==> src/rtl/instr_sequencer.sv <==
// Fetch/decode/execute/writeback sequencer: walks a synchronous instruction ROM,
// drives one-hot functional-unit enables, and emits a single write strobe per instruction.
module instr_sequencer #(
  parameter int PC_W    = 4,
  parameter int TIMEOUT = 255
) (
  input  logic            clk,
  input  logic            reset,
  input  logic            start,
  output logic [PC_W-1:0] imem_addr,
  input  logic [4:0]      imem_data,
  input  logic            unit_done,
  output logic            read_from,
  output logic            write_to,
  output logic            add_en,
  output logic            scale_en,
  output logic            mult_en,
  output logic            transpose_en,
  output logic            add_or_sub,
  output logic            wr_strobe,
  output logic            busy,
  output logic            halted,
  output logic            error,
  output logic [15:0]     instr_count
);

  typedef enum logic [2:0] {
    S_IDLE, S_FETCH, S_DECODE, S_EXEC, S_WRITE, S_HALT
  } state_t;

  localparam logic [2:0] OP_ADD   = 3'b000;
  localparam logic [2:0] OP_SUB   = 3'b001;
  localparam logic [2:0] OP_SCALE = 3'b010;
  localparam logic [2:0] OP_MULT  = 3'b011;
  localparam logic [2:0] OP_TRANS = 3'b100;
  localparam logic [2:0] OP_STOP  = 3'b111;

  localparam logic [15:0]     WAIT_LAST = 16'(TIMEOUT - 1);
  localparam logic [PC_W-1:0] PC_LAST   = '1;

  state_t          state_q, state_d;
  logic [PC_W-1:0] pc_q, pc_d;
  logic [4:0]      ir_q, ir_d;
  logic [15:0]     wait_q, wait_d;
  logic [15:0]     count_q, count_d;
  logic            error_q, error_d;
  logic            read_from_q, read_from_d;
  logic            write_to_q, write_to_d;
  logic [3:0]      en_q, en_d;        // {transpose, mult, scale, add}
  logic            sub_q, sub_d;
  logic            wr_q, wr_d;
  logic            busy_q, busy_d;
  logic            halted_q, halted_d;
  logic [2:0]      opcode;

  always_comb begin
    // NOTE: every variable gets a default before the case so no path infers a latch.
    state_d     = state_q;
    pc_d        = pc_q;
    ir_d        = ir_q;
    wait_d      = wait_q;
    count_d     = count_q;
    error_d     = error_q;
    read_from_d = read_from_q;
    write_to_d  = write_to_q;

    case (state_q)
      S_IDLE, S_HALT: begin
        if (start) begin
          pc_d    = '0;
          count_d = '0;
          error_d = 1'b0;
          state_d = S_FETCH;
        end
      end
      S_FETCH: state_d = S_DECODE;
      S_DECODE: begin
        ir_d        = imem_data;
        read_from_d = imem_data[0];
        write_to_d  = imem_data[1];
        wait_d      = '0;
        case (imem_data[4:2])
          OP_ADD, OP_SUB, OP_SCALE, OP_MULT, OP_TRANS: state_d = S_EXEC;
          OP_STOP: state_d = S_HALT;
          default: begin
            error_d = 1'b1;
            state_d = S_HALT;
          end
        endcase
      end
      S_EXEC: begin
        // Completion wins over timeout when both land in the last allowed cycle.
        if (unit_done) begin
          state_d = S_WRITE;
        end else if (wait_q == WAIT_LAST) begin
          error_d = 1'b1;
          state_d = S_HALT;
        end else begin
          wait_d = wait_q + 16'd1;
        end
      end
      S_WRITE: begin
        if (count_q != 16'hFFFF) count_d = count_q + 16'd1;
        if (pc_q == PC_LAST) begin
          state_d = S_HALT;
        end else begin
          pc_d    = pc_q + 1'b1;
          state_d = S_FETCH;
        end
      end
      default: state_d = S_IDLE;
    endcase

    // Outputs are registered from the next state so they align with the state register.
    opcode = ir_d[4:2];
    en_d   = 4'b0000;
    sub_d  = 1'b0;
    if (state_d == S_EXEC) begin
      case (opcode)
        OP_ADD:   en_d = 4'b0001;
        OP_SUB:   begin en_d = 4'b0001; sub_d = 1'b1; end
        OP_SCALE: en_d = 4'b0010;
        OP_MULT:  en_d = 4'b0100;
        OP_TRANS: en_d = 4'b1000;
        default:  en_d = 4'b0000;
      endcase
    end
    wr_d     = (state_d == S_WRITE);
    busy_d   = (state_d == S_FETCH) || (state_d == S_DECODE) ||
               (state_d == S_EXEC)  || (state_d == S_WRITE);
    halted_d = (state_d == S_HALT);
  end

  // NOTE: sequential state uses non-blocking assignments so all flops update together.
  always_ff @(posedge clk or posedge reset) begin
    if (reset) begin
      state_q     <= S_IDLE;
      pc_q        <= '0;
      ir_q        <= '0;
      wait_q      <= '0;
      count_q     <= '0;
      error_q     <= 1'b0;
      read_from_q <= 1'b0;
      write_to_q  <= 1'b0;
      en_q        <= '0;
      sub_q       <= 1'b0;
      wr_q        <= 1'b0;
      busy_q      <= 1'b0;
      halted_q    <= 1'b0;
    end else begin
      state_q     <= state_d;
      pc_q        <= pc_d;
      ir_q        <= ir_d;
      wait_q      <= wait_d;
      count_q     <= count_d;
      error_q     <= error_d;
      read_from_q <= read_from_d;
      write_to_q  <= write_to_d;
      en_q        <= en_d;
      sub_q       <= sub_d;
      wr_q        <= wr_d;
      busy_q      <= busy_d;
      halted_q    <= halted_d;
    end
  end

  assign imem_addr    = pc_q;
  assign read_from    = read_from_q;
  assign write_to     = write_to_q;
  assign add_en       = en_q[0];
  assign scale_en     = en_q[1];
  assign mult_en      = en_q[2];
  assign transpose_en = en_q[3];
  assign add_or_sub   = sub_q;
  assign wr_strobe    = wr_q;
  assign busy         = busy_q;
  assign halted       = halted_q;
  assign error        = error_q;
  assign instr_count  = count_q;

endmodule

==> config.mk <==
export PLATFORM = sky130hd
export DESIGN_NAME = instr_sequencer
export DESIGN_NICKNAME = d
export VERILOG_FILES = /design/src/rtl/instr_sequencer.sv
export SDC_FILE = /design/constraint.sdc
export NUM_CORES = 1
export LEC_CHECK = 0
export ABC_CLOCK_PERIOD_IN_PS = 3000
export CAP_MARGIN = 20
export CORE_MARGIN = 1
export CORE_UTILIZATION = 54
export DETAILED_ROUTE_END_ITERATION = 7
export PLACE_DENSITY = 0.8
export SKIP_CTS_REPAIR_TIMING = 1
export SYNTH_ARGS = -nofsm -noshare
export SYNTH_HDL_FRONTEND = slang
export SYNTH_SLANG_ARGS = --single-unit
==> constraint.sdc <==
create_clock -name clk -period 3 [get_ports clk]
set_input_delay 0.9 -clock clk [delete_from_list [all_inputs] [get_ports clk]]
set_output_delay 0.9 -clock clk [all_outputs]
set_load 0.01 [all_outputs]
==> results of run 1 <==
==> layout make-up <==
| class | instances | area share |
|---|---|---|
| clock buffer | 5 | 0.0207 |
| clock inverter | 3 | 0.0196 |
| inverter | 7 | 0.00792 |
| multi-input combinational | 211 | 0.392 |
| sequential | 53 | 0.400 |
| tap | 67 | 0.0253 |
| timing repair buffer | 45 | 0.135 |
==> layout by cell type, fill, tap and decap left out, types with 2 or more instances in the layout <==
| cell | instances |
|---|---|
| buf_4 | 5 |
| and3_1 | 3 |
| bufinv_16 | 2 |
| and2_1 | 3 |
| clkbuf_8 | 5 |
| o21ai_0 | 10 |
| or4_1 | 4 |
| and4_1 | 2 |
| a21oi_1 | 13 |
| nand2_1 | 32 |
| xor2_1 | 5 |
| nand3_1 | 15 |
| ha_1 | 4 |
| nor3_1 | 9 |
| dfrtp_1 | 53 |
| nand4_1 | 7 |
| nor3b_1 | 6 |
| nor2b_1 | 4 |
| nor2_1 | 27 |
| mux2_2 | 2 |
| nor4_1 | 10 |
| nand4bb_1 | 2 |
| o21ai_1 | 3 |
| mux2i_1 | 3 |
| nand2b_1 | 3 |
| and4b_1 | 2 |
| o211ai_1 | 2 |
| xnor2_1 | 14 |
| clkdlybuf4s50_1 | 39 |
| o22ai_1 | 2 |
| inv_1 | 6 |
| or3_1 | 4 |
| o31ai_1 | 6 |
==> worst max-delay path: cells and delay by family <==
| family | cells | cell delay, ns |
|---|---|---|
| simple gates | 2 | 0.80 |
| buf+inv | 1 | 0.53 |
| compound gates | 3 | 0.51 |
==> per-stage QoR <==
stage | cell area (um^2) | hold slack (ns) | std cells | util | power (mW)
floorplan | 2690 | 0.459 | 280 | - | 1.41
global placement | 3190 | 0.458 | 383 | 0.670 | 1.70
detailed placement | 3190 | 0.471 | 383 | 0.670 | 1.72
CTS | 3320 | 0.494 | 391 | 0.698 | 2.28
global route | 3320 | 0.541 | 391 | 0.698 | 2.41
finish | 3320 | 0.490 | 391 | 0.698 | 2.26
==> routing by layer <==
metal  share of wire  up-vias  wire, um  track usage
met3           0.038        6       204       0.0528
met5               0        -         0            0
li1                -     1093         -            -
met1            0.49     1053      2670        0.310
met2            0.46       46      2490        0.371
met4           0.012        0        64       0.0675
==> cell families (layout without fill, tap and decap cells) <==
kind of cell	count (synthesis)	count (layout)	share of synthesized area
mux	5	5	0.0196
xor+xnor	19	19	0.0619
fa+ha+maj	4	4	0.0186
flops	53	53	0.493
compound gates	44	44	0.101
buf+inv	16	60	0.0242
simple gates	139	139	0.282
==> worst min-delay path by stage <==
stage                                start                endpoint  slack (ns)
finish                 ir_q[0]$_DFFE_PP0P_     ir_q[0]$_DFFE_PP0P_        0.49
CTS                    ir_q[0]$_DFFE_PP0P_     ir_q[0]$_DFFE_PP0P_        0.49
detailed placement     ir_q[0]$_DFFE_PP0P_     ir_q[0]$_DFFE_PP0P_        0.47
global route           ir_q[0]$_DFFE_PP0P_     ir_q[0]$_DFFE_PP0P_        0.54
global placement       ir_q[0]$_DFFE_PP0P_     ir_q[0]$_DFFE_PP0P_        0.46
floorplan           wait_q[12]$_DFFE_PP0P_  wait_q[12]$_DFFE_PP0P_        0.46
==> power breakdown <==
group | internal, mW | switching (mW) | leakage (nW) | total [mW]
clock network | 0.331 | 0.230 | 0.0681 | 0.561
registers | 0.834 | 0.119 | 0.718 | 0.953
logic | 0.336 | 0.413 | 0.579 | 0.748
total | 1.50 | 0.761 | 1.36 | 2.26
==> sequential cells by signal, summed over array words and instances (netlist names) <==
register     flops
error            1
busy             1
add_or_sub       1
halted           1
state_q          3
ir_q             5
en_q             4
wr_strobe        1
imem_addr        4
wait_q          16
instr_count     16
==> impl_metrics.yaml, run 1 <==
finish:
  final_layout_size_suffix_gt1_frac: 0.0679
  fill_cells: 393
  multiInputGateArea_um2: 1300
  antenna_cells: 0
  syn2layout_area_growth_pct: 23.5
  nets: 336
  seqCellArea_um2: 1330
grt:
  antenna_found_initial: 0
  grt_pass1_wl_um: 9370
  grt_remaining_overflow: 0
  grt_max_degree: 32
  grt_pass1_vias: 2056
  grt_use_total: 0.230
worst_setup_path:
  crit_path_start: "start"
  rr_worst_depth: 5
  path_max_fanout: 13
  r2r_slack_ns: 0.59
  r2r-end: "instr_count[13]$_DFFE_PP0P_"
  crit_end: "instr_count[13]$_DFFE_PP0P_"
  critical_path_class: "in -> reg"
  cp.arrival_ns: 2.73
  max_stage_delay_ns: 0.53
  path_cells: "clkdlybuf4s50_1 -> nor3b_1 -> a21o_1 -> o211ai_2 -> or4_1 -> a21oi_1"
  slowest_stage: "clkdlybuf4s50_1"
  r2r-start: "state_q[0]$_DFF_PP0_"
  cp-end-kind: "register"
  startpoint_type: "primary input"
  cp_data_required_time_ns: 3.23
clock_network:
  cts_max_level: 2
  clock_path_buffers: 2
  tritoncts: "done"
  cts_root_buffer: "clkbuf_8"
  cts.sinks: 53
  clkTransAtPathRegs_ns: 0.09
  clk_latency_ns: 0.31
  cts_made_buffers: 5
timing:
  fin_skew_ns: 0.00970
  relSlewSlack: 0.622
  clock.fmax_ghz: 0.400
  fin_tns_setup_ns: 0
  setup_viol_count_final: 0
  period_minus_slack_ns: 2.50
  layout_setup_ws_ns: 0.498
  slew_violations: 0
  min_period_over_period: 0.834
  hold_viol: 0
  worstMarginPinSlew_ns: 0.562
  rsz0062_at_grt: "false"
synth:
  synth_seq_cells: 53
  synthArstFlopShare: 1.00
  postSynthAreaPerCell_um2: 9.60
  synth.most_common_cell: "dfrtp_1"
  synth_cells: 280
  yosysSeqAreaShare: 0.493
  syn-cell-area_um2: 2690
  netlist.area_leader.share: 0.493
  yosys-top-cells-area: "dfrtp_1, xnor2_1, nand2_1"
  synthFlopType: "dfrtp_1"
  synth-edff-count: 0
  yosys.area.top_type: "dfrtp_1"
  netlist_top_cells_count: "dfrtp_1, nand2_1, nor2_1"
  yosysWarnings: 0
  syn_nets: 293
  ys_types: 45
floorplanning:
  dieArea_um2: 5260
  core-area_um2: 4750
  chipWidth_um: 72.5
  pin_count: 40
  fp-row-count: 25
  initial_utilization: 0.565
  die_h_um: 72.5
min_path:
  worstHoldPathCells: 2
  hold_path_class: "reg -> reg"
placed_design:
  place_ws_ns: 0.211
  gp_congestion: 0.847
  hpwlAfterDp_um: 3790
  io_buffer_count: 39
routing:
  drc: 0
  drt-total-wl_um: 5430
  wl_per_cell_um: 13.9
  antenna_left: 0
  vias: 2198
  drt_iter0_markers: 68
  dr.pass1.iters: 5
  avgViaCountPerCell: 5.62
job:
  max_cap_violations: 0
outcome:
  status: "complete, no violations"
power:
  powerDensity_nw_per_um2: 682
  peakVddDrop_v: 0.000549
  leakagePower_nw: 1.36
Note: power is estimated with default switching activity, not from simulation.
==> run 2: changes to the inputs <==
--- a/config.mk
+++ b/config.mk
@@ -5,12 +5,12 @@
 export SDC_FILE = /design/constraint.sdc
 export NUM_CORES = 1
 export LEC_CHECK = 0
-export ABC_CLOCK_PERIOD_IN_PS = 3000
+export ABC_CLOCK_PERIOD_IN_PS = 2100
 export CAP_MARGIN = 20
 export CORE_MARGIN = 1
-export CORE_UTILIZATION = 54
+export CORE_UTILIZATION = 49
 export DETAILED_ROUTE_END_ITERATION = 7
-export PLACE_DENSITY = 0.8
+export PLACE_DENSITY = 0.76
 export SKIP_CTS_REPAIR_TIMING = 1
 export SYNTH_ARGS = -nofsm -noshare
 export SYNTH_HDL_FRONTEND = slang
==> constraint.sdc (replaced) <==
create_clock -name clk -period 2.1 [get_ports clk]
set_input_delay 0.63 -clock clk [delete_from_list [all_inputs] [get_ports clk]]
set_output_delay 0.63 -clock clk [all_outputs]
set_load 0.01 [all_outputs]
==> impl_metrics.yaml, run 2 (synthesis gave the netlist of run 1 again) <==
outcome:
  status: "complete, no violations"
grt:
  globalRoute.busiestLayer: "met2"
  grt_use_met3: 0.0395
  grt_remaining_overflow: 0
  grtUsageMet2: 0.407
  grt_pass1_vias: 2503
  grt_pass1_wl_um: 10900
  met1_usage: 0.286
  grt_max_degree: 54
  antenna_found_initial: 0
  grt_use_total: 0.230
clock_network:
  cts.sinks: 53
  cts_max_level: 2
  cts_root_buffer: "clkbuf_8"
  clk_latency_ns: 0.30
  tritoncts: "done"
  cts_made_buffers: 5
  clock_path_buffers: 2
  clkTransAtPathRegs_ns: 0.09
power:
  peakVddDrop_v: 0.000720
  leakagePower_nw: 1.56
  powerDensity_nw_per_um2: 958
finish:
  finish.utilization: 0.700
  final_layout_size_suffix_gt1_frac: 0.182
  final_common_cell: "dfrtp_1"
  antenna_cells: 0
  fill_cells: 396
  multiInputGateArea_um2: 1340
  seqCellArea_um2: 1330
  syn2layout_area_growth_pct: 35.7
  layout_common_cells: "dfrtp_1, buf_4, clkdlybuf4s50_1"
  nets: 374
worst_setup_path:
  cp-end-kind: "register"
  critical_path_class: "in -> reg"
  rr_worst_depth: 6
  r2r_slack_ns: 0.06
  r2r-start: "state_q[0]$_DFF_PP0_"
  startpoint_type: "primary input"
  cp_data_required_time_ns: 2.33
  max_stage_delay_ns: 0.50
  cp.arrival_ns: 2.28
  path_max_fanout: 10
  slowest_stage: "clkdlybuf4s50_1"
  r2r-end: "instr_count[5]$_DFFE_PP0P_"
  path_cells: "clkdlybuf4s50_1 -> nor3b_2 -> a21o_1 -> o211ai_4 -> or4_1 -> a21oi_1"
routing:
  antenna_left: 0
  avgViaCountPerCell: 5.58
  drt-total-wl_um: 6010
  vias: 2409
  drc: 0
  dr.pass1.iters: 4
  wl_per_cell_um: 13.9
  drt_iter0_markers: 124
floorplanning:
  initial_utilization: 0.516
  dieArea_um2: 5790
  chipWidth_um: 76.1
  fp-row-count: 26
  die_h_um: 76.1
  pin_count: 40
  core-area_um2: 5200
placed_design:
  io_buffer_count: 39
  gp_congestion: 0.867
  hpwlAfterDp_um: 4260
timing:
  period_minus_slack_ns: 2.05
  clock.fmax_ghz: 0.488
  fin_tns_setup_ns: 0
  slew_violations: 0
  whs_ns: 0.486
  setup_viol_count_final: 0
  hold_viol: 0
  relSlewSlack: 0.661
  min_period_over_period: 0.976
  fin_skew_ns: 0.00411
  worstMarginPinSlew_ns: 0.504
  rsz0062_at_grt: "true"
min_path:
  hold_path_class: "reg -> reg"
  hold_path_end: "ir_q[0]$_DFFE_PP0P_"
  worstHoldPathCells: 2
  min-delay-start: "ir_q[0]$_DFFE_PP0P_"
job:
  max_cap_violations: 0
## run 2: metrics by stage
step / instances / power [mW] / setup slack, ns / cell area, um^2
floorplan: 280 / 2.02 / 0.00474 / 2690
global placement: 422 / 2.62 / -0.307 / 3460
detailed placement: 422 / 2.65 / -0.374 / 3460
CTS: 430 / 3.47 / -0.0706 / 3590
global route: 432 / 3.71 / -0.0454 / 3650
finish: 432 / 3.49 / 0.0499 / 3650
## run 2: final cells by class
cell class              count  share of cell area
multi-input cells         211               0.367
repair buffers             83               0.201
well taps                  70              0.0240
flip-flops and latches     53               0.364
clock inverters             3              0.0178
inverters                   7             0.00721
clock buffers               5              0.0189
## run 2: worst max path at each step
stage / slack [ns] / from / endpoint / depth (start not counted)
detailed placement: -0.37 / start / instr_count[13]$_DFFE_PP0P_ / 6
global placement: -0.31 / start / instr_count[15]$_DFFE_PP0P_ / 6
global route: -0.05 / start / instr_count[13]$_DFFE_PP0P_ / 6
CTS: -0.07 / wait_q[0]$_DFFE_PP0P_ / halted$_DFF_PP0_ / 7
finish: 0.05 / start / instr_count[13]$_DFFE_PP0P_ / 6
floorplan: 0.005 / wait_q[0]$_DFFE_PP0P_ / wait_q[11]$_DFFE_PP0P_ / 7
## run 2: routing by layer
| layer | part of all wire | vias to the layer above |
|---|---|---|
| li1 | - | 1167 |
| met4 | 0.012 | 0 |
| met5 | 0 | - |
| met3 | 0.036 | 6 |
| met1 | 0.45 | 1182 |
| met2 | 0.50 | 54 |
## run 2: worst max-delay path, delay by kind of cell
| family | cells | cell delay, ns |
|---|---|---|
| simple gates | 2 | 0.68 |
| buf+inv | 1 | 0.50 |
| compound gates | 3 | 0.46 |
## run 2: power by group
part / switching (mW) / internal, mW
sequential: 0.0922 / 1.19
clock: 0.336 / 0.474
combinational: 0.740 / 0.657
total: 1.17 / 2.32
==> run 3: changes to the inputs <==
--- a/config.mk
+++ b/config.mk
@@ -8,9 +8,8 @@
 export ABC_CLOCK_PERIOD_IN_PS = 2100
 export CAP_MARGIN = 20
 export CORE_MARGIN = 1
-export CORE_UTILIZATION = 49
+export CORE_UTILIZATION = 35
 export DETAILED_ROUTE_END_ITERATION = 7
-export PLACE_DENSITY = 0.76
 export SKIP_CTS_REPAIR_TIMING = 1
 export SYNTH_ARGS = -nofsm -noshare
 export SYNTH_HDL_FRONTEND = slang
==> impl_metrics.yaml, run 3 (synthesis gave the netlist of run 1 again) <==
timing:
  worstMarginPinSlew_ns: 0.579
  clock.fmax_ghz: 0.492
  min_period_over_period: 0.968
  period_minus_slack_ns: 2.03
  hold_viol: 0
  layout_setup_ws_ns: 0.0664
  setup_viol_count_final: 0
  rsz0062_at_grt: "true"
  slew_violations: 0
  relSlewSlack: 0.613
  fin_skew_ns: 0.00752
routing:
  drc: 0
  vias: 2366
  avgViaCountPerCell: 5.15
  drt-total-wl_um: 6130
  drt_iter0_markers: 109
  dr.pass1.iters: 4
  antenna_left: 0
  wl_per_cell_um: 13.4
placed_design:
  hpwlAfterDp_um: 4460
  gp_congestion: 0.817
  dp.cells: 450
  postPlaceCellArea_um2: 3490
  place_ws_ns: -0.364
  io_buffer_count: 39
clock_network:
  cts_made_buffers: 5
  cts.sinks: 53
  cts_root_buffer: "clkbuf_8"
  clkTransAtPathRegs_ns: 0.10
  tritoncts: "done"
  cts_max_level: 2
  clock_path_buffers: 2
  clk_latency_ns: 0.30
floorplanning:
  dieArea_um2: 8030
  fp-row-count: 31
  core-area_um2: 7330
  die_h_um: 89.6
  pin_count: 40
  chipWidth_um: 89.6
  initial_utilization: 0.367
worst_setup_path:
  rr_worst_depth: 6
  timing.critical_path.max_delay_family: "simple AND/OR/NAND/NOR gates"
  cp.arrival_ns: 2.22
  r2r-start: "state_q[0]$_DFF_PP0_"
  crit_buf_inv: 2
  critical_path_class: "in -> reg"
  cp-end-kind: "register"
  slowest_stage: "clkdlybuf4s50_1"
  r2r-end: "instr_count[7]$_DFFE_PP0P_"
  cp_data_required_time_ns: 2.29
  max_stage_delay_ns: 0.45
  startpoint_type: "primary input"
  path_max_fanout: 8
  r2r_slack_ns: 0.08
  path_cells: "clkdlybuf4s50_1 -> nand4bb_1 -> buf_4 -> nor4_1 -> xnor2_1 -> nor2_1"
min_path:
  worstHoldPathCells: 2
  hold_path_class: "reg -> reg"
  min-delay-start: "ir_q[1]$_DFFE_PP0P_"
  hold_path_end: "ir_q[1]$_DFFE_PP0P_"
power:
  p_switching_mw: 1.17
  powerDensity_nw_per_um2: 933
  peakVddDrop_v: 0.000557
  combPwrFrac: 0.414
  internal_power_mw: 2.25
  p_total_mw: 3.42
  power_frac_seq: 0.377
  pwr-share-clk: 0.208
  leakagePower_nw: 1.55
  p_sw_frac: 0.343
finish:
  final_layout_size_suffix_gt1_frac: 0.178
  finish.utilization: 0.500
  final_common_cell: "dfrtp_1"
  layout.cells.non_filler: 459
  nets: 372
  syn2layout_area_growth_pct: 36.3
  layout_common_cells: "dfrtp_1, buf_4, clkdlybuf4s50_1"
  antenna_cells: 0
  design_area_um2: 3660
grt:
  antenna_found_initial: 0
  grt_remaining_overflow: 0
  grt_pass1_vias: 2222
  grt_use_total: 0.164
  grt_pass1_wl_um: 10300
  grt_max_degree: 54
job:
  max_cap_violations: 0
outcome:
  status: "complete, no violations"
==> run 3: cell types whose count changed in the layout (fill, tap and decap cells not counted), sizes merged <==
cell           change
clkdlybuf4s50      -1
clkinv             -1
clkbuf             +2
bufinv             -1
dlymetal6s2s       +1
buf                -2
==> run 3: how the worst max path moves through the flow <==
| stage | startpoint | endpoint | slack (ns) | cells past startpoint |
|---|---|---|---|---|
| floorplan | wait_q[0]$_DFFE_PP0P_ | wait_q[11]$_DFFE_PP0P_ | 0.005 | 7 |
| global placement | start | instr_count[15]$_DFFE_PP0P_ | -0.32 | 6 |
| detailed placement | start | instr_count[15]$_DFFE_PP0P_ | -0.36 | 6 |
| CTS | start | instr_count[15]$_DFFE_PP0P_ | -0.06 | 6 |
| global route | state_q[0]$_DFF_PP0_ | instr_count[7]$_DFFE_PP0P_ | -0.05 | 6 |
| finish | unit_done | wait_q[8]$_DFFE_PP0P_ | 0.07 | 6 |
==> run 3: through the flow <==
stage	hold slack, ns	setup TNS [ns]
finish	0.487	0
CTS	0.492	-0.229
global placement	0.461	-5.03
floorplan	0.459	0
global route	0.509	-0.0501
detailed placement	0.469	-6.00
==> run 3: tightest hold or removal path: stages, from the launching register on <==
cell,delay (ns)
dfrtp_1,0.36
nand2_1,0.05
nand2_1,0.05
==> run 3: cell type report <==
type	instances	area (um^2)
Timing Repair Buffer	81	724
Sequential cell	53	1330
Clock buffer	7	86.3
Multi-Input combinational cell	211	1350
Fill cell	669	3670
Inverter	7	26.3
Clock inverter	1	30.0
Tap cell	99	124
==> run 3: metal layers <==
| layer | global-route usage | share of wire | up-vias |
|---|---|---|---|
| li1 | - | - | 1171 |
| met1 | 0.236 | 0.51 | 1150 |
| met2 | 0.264 | 0.45 | 43 |
| met3 | 0.0265 | 0.035 | 2 |
| met4 | 0.0260 | 0.0031 | 0 |
| met5 | 0 | 0 | - |
==> run 3: power by group through the flow <==
stage	Sequential (mW)	Combinational, mW	Clock [mW]
floorplan	1.37	0.649	0
global placement	1.30	1.35	0
detailed placement	1.31	1.37	0
CTS	1.29	1.38	0.731
global route	1.31	1.56	0.775
finish	1.29	1.42	0.713
